**src/rtl/input_event_scanner.sv**
```systemverilog
// input_event_scanner: button debounce, quadrature decode and FWFT event queue
// for the I2C slave user-input board.
module input_event_scanner #(
  parameter int NUM_BTNS        = 4,
  parameter int DEBOUNCE_CYCLES = 350000,
  parameter int ENC_FILTER      = 0,
  parameter int QUAD_X4         = 0,
  parameter int POS_WIDTH       = 8,
  parameter int FIFO_DEPTH      = 8
) (
  input  logic                 clk,
  input  logic                 reset,
  input  logic                 rotary_a,
  input  logic                 rotary_b,
  input  logic [NUM_BTNS-1:0]  btn,
  output logic [NUM_BTNS-1:0]  btn_state,
  output logic [POS_WIDTH-1:0] position,
  input  logic                 pos_clr,
  output logic                 evt_valid,
  output logic [7:0]           evt_data,
  input  logic                 evt_rd,
  output logic                 evt_overflow,
  input  logic                 ovf_clr
);

  localparam int DW = $clog2(DEBOUNCE_CYCLES + 1);
  localparam int AW = $clog2(FIFO_DEPTH);
  localparam int FW = (ENC_FILTER > 0) ? $clog2(ENC_FILTER + 1) : 1;
  localparam logic [DW-1:0] DB_LAST = DW'(DEBOUNCE_CYCLES - 1);
  localparam logic [AW:0] FULL_CNT = (AW + 1)'(FIFO_DEPTH);

  logic [NUM_BTNS-1:0] btn_s1;
  logic [NUM_BTNS-1:0] btn_s2;
  logic [1:0]          enc_s1;
  logic [1:0]          enc_s2;
  logic [1:0]          enc_cur;
  logic [1:0]          enc_prev;

  logic [DW-1:0]       db_cnt [NUM_BTNS];
  logic [NUM_BTNS-1:0] db_diff;
  logic [NUM_BTNS-1:0] db_fire;
  logic [NUM_BTNS-1:0] pend;
  logic [NUM_BTNS-1:0] svc;

  logic [1:0] idx_cur;
  logic [1:0] idx_prev;
  logic [1:0] delta;
  logic       enc_up;
  logic       enc_dn;
  logic       enc_ill;

  logic       push;
  logic [7:0] push_data;
  logic       pop;
  logic       full;
  logic       wr_en;
  logic       ovf_set;

  logic [7:0]    mem [FIFO_DEPTH];
  logic [AW-1:0] wr_ptr;
  logic [AW-1:0] rd_ptr;
  logic [AW:0]   count;

  // two-flop synchronisers on every asynchronous input
  always_ff @(posedge clk or negedge reset) begin
    if (!reset) begin
      btn_s1 <= '0;
      btn_s2 <= '0;
      enc_s1 <= '0;
      enc_s2 <= '0;
    end else begin
      btn_s1 <= btn;
      btn_s2 <= btn_s1;
      enc_s1 <= {rotary_a, rotary_b};
      enc_s2 <= enc_s1;
    end
  end

  if (ENC_FILTER > 0) begin : g_filt
    logic [1:0]    cand;
    logic [1:0]    filt;
    logic [FW-1:0] fcnt;

    // accept a new {a,b} only once it has held steady long enough
    always_ff @(posedge clk or negedge reset) begin
      if (!reset) begin
        cand <= '0;
        filt <= '0;
        fcnt <= '0;
      end else begin
        cand <= enc_s2;
        if (enc_s2 != cand || enc_s2 == filt) begin
          fcnt <= '0;
        end else if (fcnt == FW'(ENC_FILTER - 1)) begin
          filt <= enc_s2;
          fcnt <= '0;
        end else begin
          fcnt <= fcnt + FW'(1);
        end
      end
    end

    assign enc_cur = filt;
  end else begin : g_nofilt
    assign enc_cur = enc_s2;
  end

  // a button toggles on its last consecutive disagreeing cycle
  always_comb begin
    db_diff = '0;
    db_fire = '0;
    for (int i = 0; i < NUM_BTNS; i++) begin
      db_diff[i] = btn_s2[i] ^ btn_state[i];
      db_fire[i] = db_diff[i] && (db_cnt[i] == DB_LAST);
    end
  end

  // per-button debounce counters, accepted levels and pending flags
  always_ff @(posedge clk or negedge reset) begin
    if (!reset) begin
      btn_state <= '0;
      pend      <= '0;
      for (int i = 0; i < NUM_BTNS; i++) db_cnt[i] <= '0;
    end else begin
      pend <= (pend & ~svc) | db_fire;
      for (int i = 0; i < NUM_BTNS; i++) begin
        if (!db_diff[i] || db_fire[i]) begin
          db_cnt[i] <= '0;
        end else begin
          db_cnt[i] <= db_cnt[i] + DW'(1);
        end
        if (db_fire[i]) btn_state[i] <= ~btn_state[i];
      end
    end
  end

  // Gray code to cycle index: 00->0, 01->1, 11->2, 10->3
  assign idx_cur  = {enc_cur[1], ^enc_cur};
  assign idx_prev = {enc_prev[1], ^enc_prev};
  assign delta    = idx_cur - idx_prev;

  // classify the transition; x1 mode counts only on arrival at 00
  always_comb begin
    enc_up  = 1'b0;
    enc_dn  = 1'b0;
    enc_ill = 1'b0;
    unique case (1'b1)
      delta == 2'd1: enc_up  = (QUAD_X4 != 0) || (enc_prev == 2'b10);
      delta == 2'd3: enc_dn  = (QUAD_X4 != 0) || (enc_prev == 2'b01);
      delta == 2'd2: enc_ill = 1'b1;
      default: ;
    endcase
  end

  // previous encoder state and wrapping position; clear beats a step
  always_ff @(posedge clk or negedge reset) begin
    if (!reset) begin
      enc_prev <= '0;
      position <= '0;
    end else begin
      enc_prev <= enc_cur;
      if (pos_clr) begin
        position <= '0;
      end else if (enc_up) begin
        position <= position + POS_WIDTH'(1);
      end else if (enc_dn) begin
        position <= position - POS_WIDTH'(1);
      end
    end
  end

  // one push per cycle: encoder first, else lowest pending button
  always_comb begin
    push      = 1'b0;
    push_data = '0;
    svc       = '0;
    if (enc_up || enc_dn || enc_ill) begin
      push      = 1'b1;
      push_data = enc_ill ? 8'hC0 : {7'b1000000, enc_up};
    end else begin
      for (int i = NUM_BTNS - 1; i >= 0; i--) begin
        if (pend[i]) begin
          push      = 1'b1;
          push_data = {1'b0, btn_state[i], 6'(i)};
          svc       = '0;
          svc[i]    = 1'b1;
        end
      end
    end
  end

  assign pop     = evt_rd && (count != '0);
  assign full    = (count == FULL_CNT);
  assign wr_en   = push && (!full || pop);
  assign ovf_set = push && full && !pop;

  // event FIFO storage, pointers, occupancy and sticky overflow
  always_ff @(posedge clk or negedge reset) begin
    if (!reset) begin
      wr_ptr       <= '0;
      rd_ptr       <= '0;
      count        <= '0;
      evt_overflow <= 1'b0;
      for (int i = 0; i < FIFO_DEPTH; i++) mem[i] <= '0;
    end else begin
      if (wr_en) begin
        mem[wr_ptr] <= push_data;
        wr_ptr      <= wr_ptr + AW'(1);
      end
      if (pop) rd_ptr <= rd_ptr + AW'(1);
      unique case ({wr_en, pop})
        2'b10:   count <= count + (AW + 1)'(1);
        2'b01:   count <= count - (AW + 1)'(1);
        default: count <= count;
      endcase
      evt_overflow <= ovf_set || (evt_overflow && !ovf_clr);
    end
  end

  assign evt_valid = (count != '0);
  assign evt_data  = evt_valid ? mem[rd_ptr] : 8'h00;

endmodule
```
**config.mk**
```make
export PLATFORM = sky130hd
export DESIGN_NAME = input_event_scanner
export DESIGN_NICKNAME = d
export VERILOG_FILES = /design/src/rtl/input_event_scanner.sv
export SDC_FILE = /design/constraint.sdc
export NUM_CORES = 1
export LEC_CHECK = 0
export BUFFER_PORTS_ARGS = -buffer_cell sky130_fd_sc_hd__buf_2
export CORE_MARGIN = 1
export CORE_UTILIZATION = 35
export CTS_BUF_LIST = sky130_fd_sc_hd__clkbuf_16
export DETAILED_ROUTE_END_ITERATION = 10
export PLACE_DENSITY = 0.6
export RECOVER_POWER = 50
export SLEW_MARGIN = 20
export SYNTH_ARGS = -nofsm -noshare
export SYNTH_HDL_FRONTEND = slang
export SYNTH_SLANG_ARGS = --single-unit
```
**constraint.sdc**
```tcl
create_clock -name clk -period 3.4 [get_ports clk]
set_input_delay 0.34 -clock clk [delete_from_list [all_inputs] [get_ports clk]]
set_output_delay 0.34 -clock clk [all_outputs]
set_load 0.1 [all_outputs]
```
* After elaboration in Yosys (flattened, before gate mapping) *
Cells that the tools add are included.

operators by class
  add/sub/neg operators = 11
  $mul = 0
  div/mod/pow operators = 0
  magnitude comparators = 3
  equality and inequality tests = 12
  shifts and indexed selects = 0
  muxes and demuxes = 34
  bitwise operators = 13
  reductions and logical operators = 30

operators with widths
  cell                                                 count
  2-to-1 mux 8 bit                                     10
  adder 19 x 1 -> 19 bit, second input constant        4
  equality test 19 bit, second input constant          4
  2-to-1 mux 19 bit                                    4
  bitwise mux 64 bit                                   1
  binary-select mux 8 bit (select 3 bit)               1
  demux 8 bit (select 3 bit)                           1
  2-to-1 mux 7 bit                                     3
  2-to-1 mux 4 bit                                     5
  logical AND 1 bit                                    10
  adder 8 x 1 -> 8 bit, second input constant          1
  equality test 2 bit, second input constant           4
  >= comparator 4 bit, second input constant           2
  logical OR 1 bit                                     8
  2-to-1 mux 1 bit                                     8
  inverter 3 -> 4 bit                                  2
  case mux 4 bit (2 select lines)                      1
  subtractor 8 x 1 -> 8 bit, second input constant     1
  logical NOT 1 bit                                    7
  adder 3 x 1 -> 3 bit, second input constant          2
  equality test 2 x 1 -> 1 bit, second input constant  3
  adder 4 x 1 -> 4 bit, second input constant          1
  AND 4 bit                                            1
  equality test 4 bit, second input constant           1
  other kinds (11)                                     18

storage, ports and cells
  flip-flop bits (word level) = 181
  latch bits = 0
  RAM bits = 0
  ROM bits = 0
  input port bits = 11
  output and inout bits = 22
  logic and storage cells = 130
  memories = 0

* Logic depth before layout (Yosys ltp) *
Gate-level depths: netlist (run 1).

  depth after elaboration = 10
  mapped depth = 13
  mapped depth without buffers = 13

* Least setup slack after synthesis (run 1) *
OpenSTA, ideal clock, no wires.

  path type = reg-to-reg
  start = reg enc_prev[1]
  end = reg position[7]
  setup time = 0.116 ns
  data arrival time = 2.768 ns
  required time = 3.284 ns
  slack = 0.516 ns
  cell stages (with the launch flop) = 12
  buffers on the path = 0
  period minus slack after synthesis = 2.884 ns
  path through = dfrtp_1 ha_1 inv_1 ha_1 nor2b_1 nand2_1 ha_1 a211oi_1 o21ai_0 a2111o_1 o221a_2 o311ai_0

on the way
  longest elaborated chain between the ends = 6
  elaborated cells on any way between the ends = 11
  those cells by class = add/sub: 1; eq/ne: 4; mux: 4; reduce/logical: 2

ends and longest elaborated chain
  what                          RTL line  text
  start, declared               37        logic [1:0] enc_prev;
  start signal, assigned        161       enc_prev <= enc_cur;
  parity 2 bit                  139       assign idx_prev = {enc_prev[1], ^enc_prev};
  subtractor 2 bit              140       assign delta = idx_cur - idx_prev;
  equality test 2 x 1 -> 1 bit  148       delta == 2'd1: enc_up = (QUAD_X4 != 0) || (enc_prev == 2'b10);
  2-to-1 mux 1 bit              147       unique case (1'b1)
  2-to-1 mux 8 bit              164       end else if (enc_up) begin
  2-to-1 mux 8 bit              162       if (pos_clr) begin
  end signal, assigned          165       position <= position + POS_WIDTH'(1);
  end signal, assigned          167       position <= position - POS_WIDTH'(1);
  end, declared                 17        output logic [POS_WIDTH-1:0] position,

Several ways; a longest one is shown, not always the timed one.
A chain may end at the register's enable or synchronous reset.

* Worst setup path after layout (run 1) *
Ends and elaborated chain as after synthesis.

==> impl_metrics.ini, run 1 <==
[outcome]
outcome = finished with violations
violations = capacitance limit, slew limit

[floorplanning]
die_area_um2 = 21400
rows = 52
core_um2 = 20300
dieWidth_um = 146
die_y_um = 146
io_pins = 33
initial_core_util_pct = 35.9

[critical_path]
worstSetupStartpointType = register
endpoint_kind = register
worstPathBufferInverterCount = 1
worstPathMaxFanout = 8
crit_chain = ha_1, inv_1, ha_1, nor2b_1, nand2_1, ha_1, a211oi_1, o21ai_0, a2111o_1, o221a_2, o311ai_0
crit_start = enc_prev[1]
crit_family = compound AO/OA/AOI/OAI gates
critPathSlowestCell = a2111o_1
reg2reg_depth = 11
r2r-start = enc_prev[1]
cp.arrival_ns = 3.33
crit_required_ns = 3.71
max_stage_delay_ns = 0.43
crit_cells = 11
crit_type = reg2reg
critPathMostFrequentCell = ha_1

[power_and_ir_drop]
max-vdd-ir-drop_mv = 0.354
power_mw = 5.45
switching_share_pct = 32.9
switchingPower_mw = 1.79
seqPwrFrac_pct = 41.0
p_clk_share_pct = 35.2
p_int_mw = 3.65
pwr-share-comb_pct = 23.8
p_leak_nw = 3.72
cellPowerDensity_nw_per_um2 = 653

[final_layout]
stdcell_area_um2 = 8350
antenna-diode-count = 0
n_fill_cell = 1969
fin_cells = 981
post-route-util_pct = 41.1
final_nets = 726
area_growth_syn_to_layout_pct = 14.7
multiInputGateArea_um2 = 3400
register_area_um2 = 3730
drive_gt1_share_pct = 17.3

[yosys]
synth_top_family_by_area = simple AND/OR/NAND/NOR gates
synth_top_flop_cell = dfrtp_1
yosysWarnings = 0
synth_common_cells = 149 x dfrtp_1, 103 x nor2_1, 44 x xor2_1, 43 x nand2_1, 39 x xnor2_1
muxShareOfSynthArea_pct = 9.44
synth-simple-area-share_pct = 19.6
synth.distinct_cells = 57
synth_area_um2 = 7280
synth_area_per_cell_um2 = 11.0
synth_area_leaders = dfrtp_1 51%, mux2_2 5.7%, nor2_1 5.3%, xor2_1 5.3%, xnor2_1 4.7%
synth_fa_ha_area_share_pct = 3.03
async_flop_share_pct = 100
synth_edf_count = 0
yosys_register_bits = 149
synth_top_area_cell = dfrtp_1
yosysSeqAreaShare_pct = 51.2
synthCells = 662
synth_xor_xnor_area_share_pct = 10.3
yosysMostFrequentCell = dfrtp_1
synth_top_area_share_pct = 51.2
synth_compound_area_share_pct = 4.18

[clock_tree]
post-cts-setup-buffers = 0
clk_root_buffer_cell = clkbuf_16
htreeDepth = 4
cts_buffer_depth = 2
numCtsBuffers = 17
worst_skew_pair.late_latency_ns = 0.42
tritoncts = yes
clk_pin_slew_ns = 0.06
cts.sinks = 149

[timing]
fmax_mhz = 330
min_period_ns = 3.03
slew_headroom_pct = -3.43
finalCritPeriodShare_pct = 89.0
holdWs_ns = 0.0174
tightest_slew_ns = 1.55
hold_viol_final = 0
layout_setup_ws_ns = 0.374
maxSlewViolCount = 61
rsz0062_at_grt = no
finalClockSkew_ns = 0.00584
fin_tns_setup_ns = 0
setup_viol_count_final = 0

[detailed_routing]
dr.pass1.iters = 4
drtIter0Drc = 229
routedWlPerCell_um = 13.8
ant_nets = 0
via_per_inst = 4.92
drt-total-wl_um = 13500
drc_errors = 0
num_vias = 4822

[hold_path]
min_path_cells = 1
hold_path_class = in2reg
hp-start = btn[2]

[grt]
grt_usage_pct = 14.0
grt_pass1_vias = 4735
grt_overflow_total = 0
antenna_found_initial = 0
grt_pass1_wl_um = 23900
grt_max_degree = 62

[place]
gp_congestion = 0.772
hpwl_um = 9100
post-place-ws_ns = 0.348
dp_cells = 946
io_buffers = 28
placed_area_um2 = 7720

[flow_run]
drv.max_cap_violation_count = 1
-- repair_timing --
item | 4_1_cts | 5_1_grt
gates resized for setup | 0 | 0
endpoints found under the hold margin | 59 | 2
hold buffers | 1 | 2
-- state kept, by name, indices dropped and copies added (netlist names), 3 cells and up --
signal,flops
db_cnt,76
count,4
wr_ptr,3
btn_s1,4
pend,4
btn_s2,4
btn_state,4
position,8
mem,32
rd_ptr,3
-- metal layers --
layer	GRT usage (%)	vias to the layer above	part of all wire (%)
met5	0	-	0
met4	4.74	0	1.3
met1	19.1	2390	49
met3	3.69	13	2.9
met2	21.6	56	46
li1	-	2363	-
-- cells by family (layout without fill, tap and decap cells) --
logic type | after synthesis | in the layout
and+or+nand+nor | 276 | 276
DFF | 149 | 149
xor gates and xnor gates | 84 | 84
muxes | 53 | 53
AOI/OAI and AO/OA | 44 | 44
buffers and inverters | 38 | 84
adders and majority gates | 17 | 17
other | 1 | 4
-- power groups by stage --
stage,logic [mW],clock network [mW],registers (mW)
3_3_place_gp,1.29,0,2.26
2_1_floorplan,1.09,0,2.21
3_5_place_dp,1.30,0,2.27
4_1_cts,1.31,1.97,2.24
5_1_grt,1.40,2.05,2.28
6_report,1.29,1.92,2.23
-- placed cells by master (no fill, tap or decap), types with 6 or more instances in the layout --
cell type | Yosys | routed
dfrtp_1 | 149 | 149
nor2_1 | 103 | 103
xor2_1 | 44 | 44
nand2_1 | 43 | 43
xnor2_1 | 39 | 39
mux2_2 | 37 | 37
nand3_1 | 31 | 31
buf_2 | 0 | 25
and3_1 | 20 | 20
inv_1 | 17 | 17
clkbuf_16 | 0 | 17
ha_1 | 16 | 16
nand4_1 | 15 | 15
o21ai_0 | 12 | 12
nor3_1 | 9 | 9
a21oi_1 | 9 | 9
mux4_2 | 8 | 8
nor2b_1 | 7 | 7
and4_1 | 7 | 7
nand4b_1 | 6 | 6
mux2i_1 | 6 | 6
-- layout make-up --
type / instances / share of cell area, %
flip-flops and latches: 149 / 44.7
multi-input cells: 478 / 40.8
clock buffers: 17 / 5.10
well taps: 270 / 4.05
repair buffers: 35 / 2.49
clock inverters: 15 / 2.16
inverters: 17 / 0.764
-- path summary, 6_finish.rpt --
| kind | endpoint | slack (ns) |
|---|---|---|
| worst max-delay path | position[7] | 0.37 |
| worst min-delay path | btn_s1[2] | 0.02 |
| worst max register to register | position[7] | 0.37 |
| worst min register to register | btn_s2[3] | 0.35 |
| max in group asynchronous | mem[30] | 0.99 |
| min in group asynchronous | db_cnt[16] | 0.84 |
(Power assumes the default switching activity.)
==> run 2: changes to the inputs <==
Settings changed: CORE_UTILIZATION 35 to 45, CTS_CLUSTER_DIAMETER set to 80, PLACE_DENSITY 0.6 to 0.71.
==> impl_metrics.ini, run 2 (same netlist as run 1, synthesis figures left out) <==
[grt]
grt_overflow_total = 0
grt_pass1_vias = 4775
grt_pass1_wl_um = 23000
grt_max_degree = 96
antenna_found_initial = 0
grt_usage_pct = 17.9

[timing]
slew_headroom_pct = -50.1
finalClockSkew_ns = 0.0101
holdWs_ns = 0.0194
min_period_ns = 3.08
maxSlewViolCount = 96
finalCritPeriodShare_pct = 90.6
fin_tns_setup_ns = 0
hold_viol_final = 0
setup_viol_count_final = 0
fmax_mhz = 325
tightest_slew_ns = 2.25
rsz0062_at_grt = no

[clock_tree]
tritoncts = yes
clk_root_buffer_cell = clkbuf_16
cts.sinks = 149
numCtsBuffers = 17
cts_buffer_depth = 2
htreeDepth = 4
clk_pin_slew_ns = 0.06
post-cts-setup-buffers = 0
hold_buffers = 2
worst_skew_pair.late_latency_ns = 0.43
ctsResizeCount = 0

[floorplanning]
rows = 46
initial_core_util_pct = 46.0
die_area_um2 = 16700
dieWidth_um = 129
die_y_um = 129
io_pins = 33
core_um2 = 15800

[hold_path]
hp-start = btn[3]
hold_path_class = in2reg

[critical_path]
worstSetupStartpointType = register
r2r-start = enc_prev[1]
endpoint_kind = register
crit_required_ns = 3.72
worstPathMaxFanout = 19
cp.arrival_ns = 3.40
crit_type = reg2reg
crit_start = enc_prev[1]

[outcome]
violations = capacitance limit, slew limit
outcome = finished with violations

[power_and_ir_drop]
p_clk_share_pct = 36.4
p_leak_nw = 3.72
pwr-share-comb_pct = 23.3
cellPowerDensity_nw_per_um2 = 670
p_int_mw = 3.78
switching_share_pct = 31.8
seqPwrFrac_pct = 40.3
max-vdd-ir-drop_mv = 0.363
switchingPower_mw = 1.76

[final_layout]
reg_top3 = db_cnt x76, mem x32, position x8
largest-register = db_cnt
post-route-util_pct = 52.3
final_common_cell = dfrtp_1
drive_gt1_share_pct = 17.2
antenna-diode-count = 0
final_nets = 724
area_growth_syn_to_layout_pct = 13.7
stdcell_area_um2 = 8280
mostFrequentLayoutCells = 149 x dfrtp_1, 103 x nor2_1, 44 x xor2_1
largest_register_ffs = 76

[detailed_routing]
drtIter0Drc = 324
drc_errors = 0
num_vias = 4840
drt-total-wl_um = 13400
ant_nets = 0
dr.pass1.iters = 4
via_per_inst = 5.24
routedWlPerCell_um = 14.5

[place]
hpwl_um = 9290
io_buffers = 28
placed_area_um2 = 7640
gp_congestion = 0.866

[flow_run]
drv.max_cap_violation_count = 1
==> run 2: layout make-up <==
type	count	area [um^2]
Timing Repair Buffer	33	176
Sequential cell	149	3730
Tap cell	216	270
Clock buffer	17	425
Fill cell	1350	7550
Multi-Input combinational cell	478	3400
Clock inverter	14	210
Inverter	17	63.8
==> run 2: power groups by stage <==
stage | Combinational [mW] | Clock, mW | Sequential [mW]
5_1_grt | 1.40 | 2.14 | 2.27
4_1_cts | 1.31 | 2.06 | 2.24
2_1_floorplan | 1.09 | 0 | 2.21
6_report | 1.29 | 2.02 | 2.24
3_5_place_dp | 1.30 | 0 | 2.27
3_3_place_gp | 1.26 | 0 | 2.25
==> run 2: worst max-delay path: stages (launching register included) <==
cell     delay [ns]
dfrtp_1        0.41
ha_1           0.28
inv_1          0.04
ha_1           0.35
or2_2          0.32
mux2_4         0.38
nor3_1         0.33
xor2_1         0.12
ha_1           0.21
nor2_1         0.07
nor4b_1        0.23
a31oi_1        0.09
xnor2_1        0.14
==> run 2: layer usage <==
| layer | global-route usage, % | share of wire (%) |
|---|---|---|
| met5 | 0 | 0 |
| met4 | 7.27 | 1.6 |
| met3 | 4.25 | 3.0 |
| met2 | 29.5 | 50 |
| met1 | 22.7 | 46 |
==> run 2: path summary, 6_finish.rpt <==
| check | to | slack [ns] | cells past startpoint |
|---|---|---|---|
| worst min-delay path | btn_s1[3] | 0.02 | 1 |
| min in group asynchronous | db_cnt[27] | 0.58 | 1 |
| worst max-delay path | count[2] | 0.32 | 12 |
| max in group asynchronous | position[7] | 1.08 | 2 |
| worst min register to register | enc_cur[1] | 0.35 | 0 |
| worst max register to register | count[2] | 0.32 | 12 |
==> run 2: through the flow <==
step / setup slack [ns] / std cells / power (mW)
2_1_floorplan: 0.516 / 665 / 3.30
3_3_place_gp: 0.466 / 891 / 3.51
3_5_place_dp: 0.309 / 891 / 3.57
4_1_cts: 0.311 / 924 / 5.61
5_1_grt: 0.0812 / 924 / 5.81
6_report: 0.321 / 924 / 5.55
==> run 3: changes to the inputs <==
Clock period 3.4 ns to 3.98 ns, I/O delays scaled along.
==> impl_metrics.ini, run 3 (same netlist as run 1, synthesis figures left out) <==
[timing]
fin_tns_setup_ns = 0
layout_setup_ws_ns = 0.700
rsz0062_at_grt = no
finalClockSkew_ns = 0.00828
maxSlewViolCount = 101
min_period_ns = 3.28
setup_viol_count_final = 0
slew_headroom_pct = -64.0
hold_viol_final = 0
finalCritPeriodShare_pct = 82.4
tightest_slew_ns = 2.46
fmax_mhz = 305

[detailed_routing]
route.met2.wl_um = 6960
wl_met1_um = 6250
dr.pass1.iters = 4
drc_errors = 0
ant_nets = 0
drt-total-wl_um = 13900
num_vias = 4931
routedWlPerCell_um = 15.1
drtIter0Drc = 324
met3_length_um = 476
topRoutingLayerUsed = met4
via_per_inst = 5.35

[power_and_ir_drop]
cellPowerDensity_nw_per_um2 = 549
p_leak_nw = 3.65
max-vdd-ir-drop_mv = 0.351

[critical_path]
r2r_slack_ns = 0.70
worstSetupStartpointType = register
crit_type = reg2reg
critPathSlowestCell = a2111o_1
endpoint_kind = register
crit_start = enc_prev[1]
crit_chain = ha_1, inv_1, ha_1, nor2b_1, nand2_1, ha_1, a211oi_1, o21ai_0, a2111o_1, o221a_2, o311ai_0
max_stage_delay_ns = 0.44
reg2reg_depth = 11
critPathMostFrequentCell = ha_1
r2r-start = enc_prev[1]
cp.arrival_ns = 3.58
r2r_end = position[7]
crit_required_ns = 4.28
worstPathMaxFanout = 11

[final_layout]
drive_gt1_share_pct = 16.2
final_nets = 721
largest-register = db_cnt
reg_top3 = db_cnt x76, mem x32, position x8
area_growth_syn_to_layout_pct = 11.8
mostFrequentLayoutCells = 149 x dfrtp_1, 103 x nor2_1, 44 x xor2_1
antenna-diode-count = 0
final_common_cell = dfrtp_1
largest_register_ffs = 76

[hold_path]
min_path_cells = 1
hold_path_class = in2reg
min_to = btn_s1[2]
hp-start = btn[2]

[flow_run]
drv.max_cap_violation_count = 1

[place]
gp_congestion = 0.828
io_buffers = 28
post-place-ws_ns = 0.764
hpwl_um = 9580

[outcome]
outcome = finished with violations
violations = capacitance limit, slew limit

[floorplanning]
die_y_um = 129
dieWidth_um = 129
io_pins = 33
core_um2 = 15800
initial_core_util_pct = 46.0
die_area_um2 = 16700
rows = 46

[grt]
grt_overflow_total = 0
antenna_found_initial = 0
grt_pass1_vias = 4995
grt_max_degree = 101
grt_usage_pct = 18.3
grt_pass1_wl_um = 23800

[clock_tree]
post-cts-setup-buffers = 0
cts_buffer_depth = 2
clk_root_buffer_cell = clkbuf_16
clk_pin_slew_ns = 0.06
numCtsBuffers = 17
worst_skew_pair.late_latency_ns = 0.42
ctsResizeCount = 0
cts.sinks = 149
htreeDepth = 4
hold_buffers = 0
tritoncts = yes
[run 3: cell count changes in the layout (fill, tap and decap cells not counted), sizes merged]
| cell | before | now |
|---|---|---|
| buf | 27 | 26 |
| dlygate4sd3 | 2 | 0 |
| bufinv | 5 | 1 |
| inv | 19 | 18 |
| clkinv | 5 | 10 |
[run 3: layout make-up]
type                            instances  area (um^2)
Fill cell                            1369         7690
Sequential cell                       149         3730
Multi-Input combinational cell        478         3400
Clock buffer                           17          425
Tap cell                              216          270
Timing Repair Buffer                   30          146
Clock inverter                         14         96.3
Inverter                               17         63.8
[run 3: power by group]
part | leakage [nW] | switching, mW | internal, mW
logic | 1.40 | 0.675 | 0.433
clock network | 0.257 | 0.599 | 0.836
registers | 2.00 | 0.226 | 1.69
total | 3.65 | 1.50 | 2.96
[run 3: critical path: cells and delay by family, from the launching register on]
family / cells / cell delay, ns
AOI/OAI and AO/OA: 5 / 1.19
and+or+nand+nor: 2 / 0.48
adders and majority gates: 3 / 1.04
DFF: 1 / 0.41
buffers and inverters: 1 / 0.04
[run 3: per-stage QoR]
| step | power, mW | instances | utilization [%] | hold slack [ns] | cell area [um^2] |
|---|---|---|---|---|---|
| after floorplan | 2.82 | 665 | - | 0.102 | 7290 |
| after global placement | 3.00 | 890 | 48.2 | 0.336 | 7630 |
| after detailed placement | 3.06 | 890 | 48.2 | 0.339 | 7630 |
| after CTS | 4.50 | 921 | 51.5 | 0.0706 | 8150 |
| after global routing | 4.67 | 921 | 51.4 | 0.0789 | 8140 |
| final | 4.46 | 921 | 51.4 | 0.0833 | 8140 |
[run 3: metal layers]
layer  vias up  GRT usage [%]
li1       2352              -
met1      2482           22.7
met2        86           31.2
met3        11           4.29
met4         0           6.30
met5         -              0
[run 3: how the worst max path moves through the flow]
| stage | end | slack, ns | cells past startpoint |
|---|---|---|---|
| floorplan | position[7] | 1.10 | 11 |
| global placement | position[7] | 0.89 | 11 |
| detailed placement | position[7] | 0.76 | 11 |
| CTS | position[7] | 0.74 | 11 |
| global route | db_cnt[39] | 0.30 | 2 |
| finish | position[7] | 0.70 | 11 |
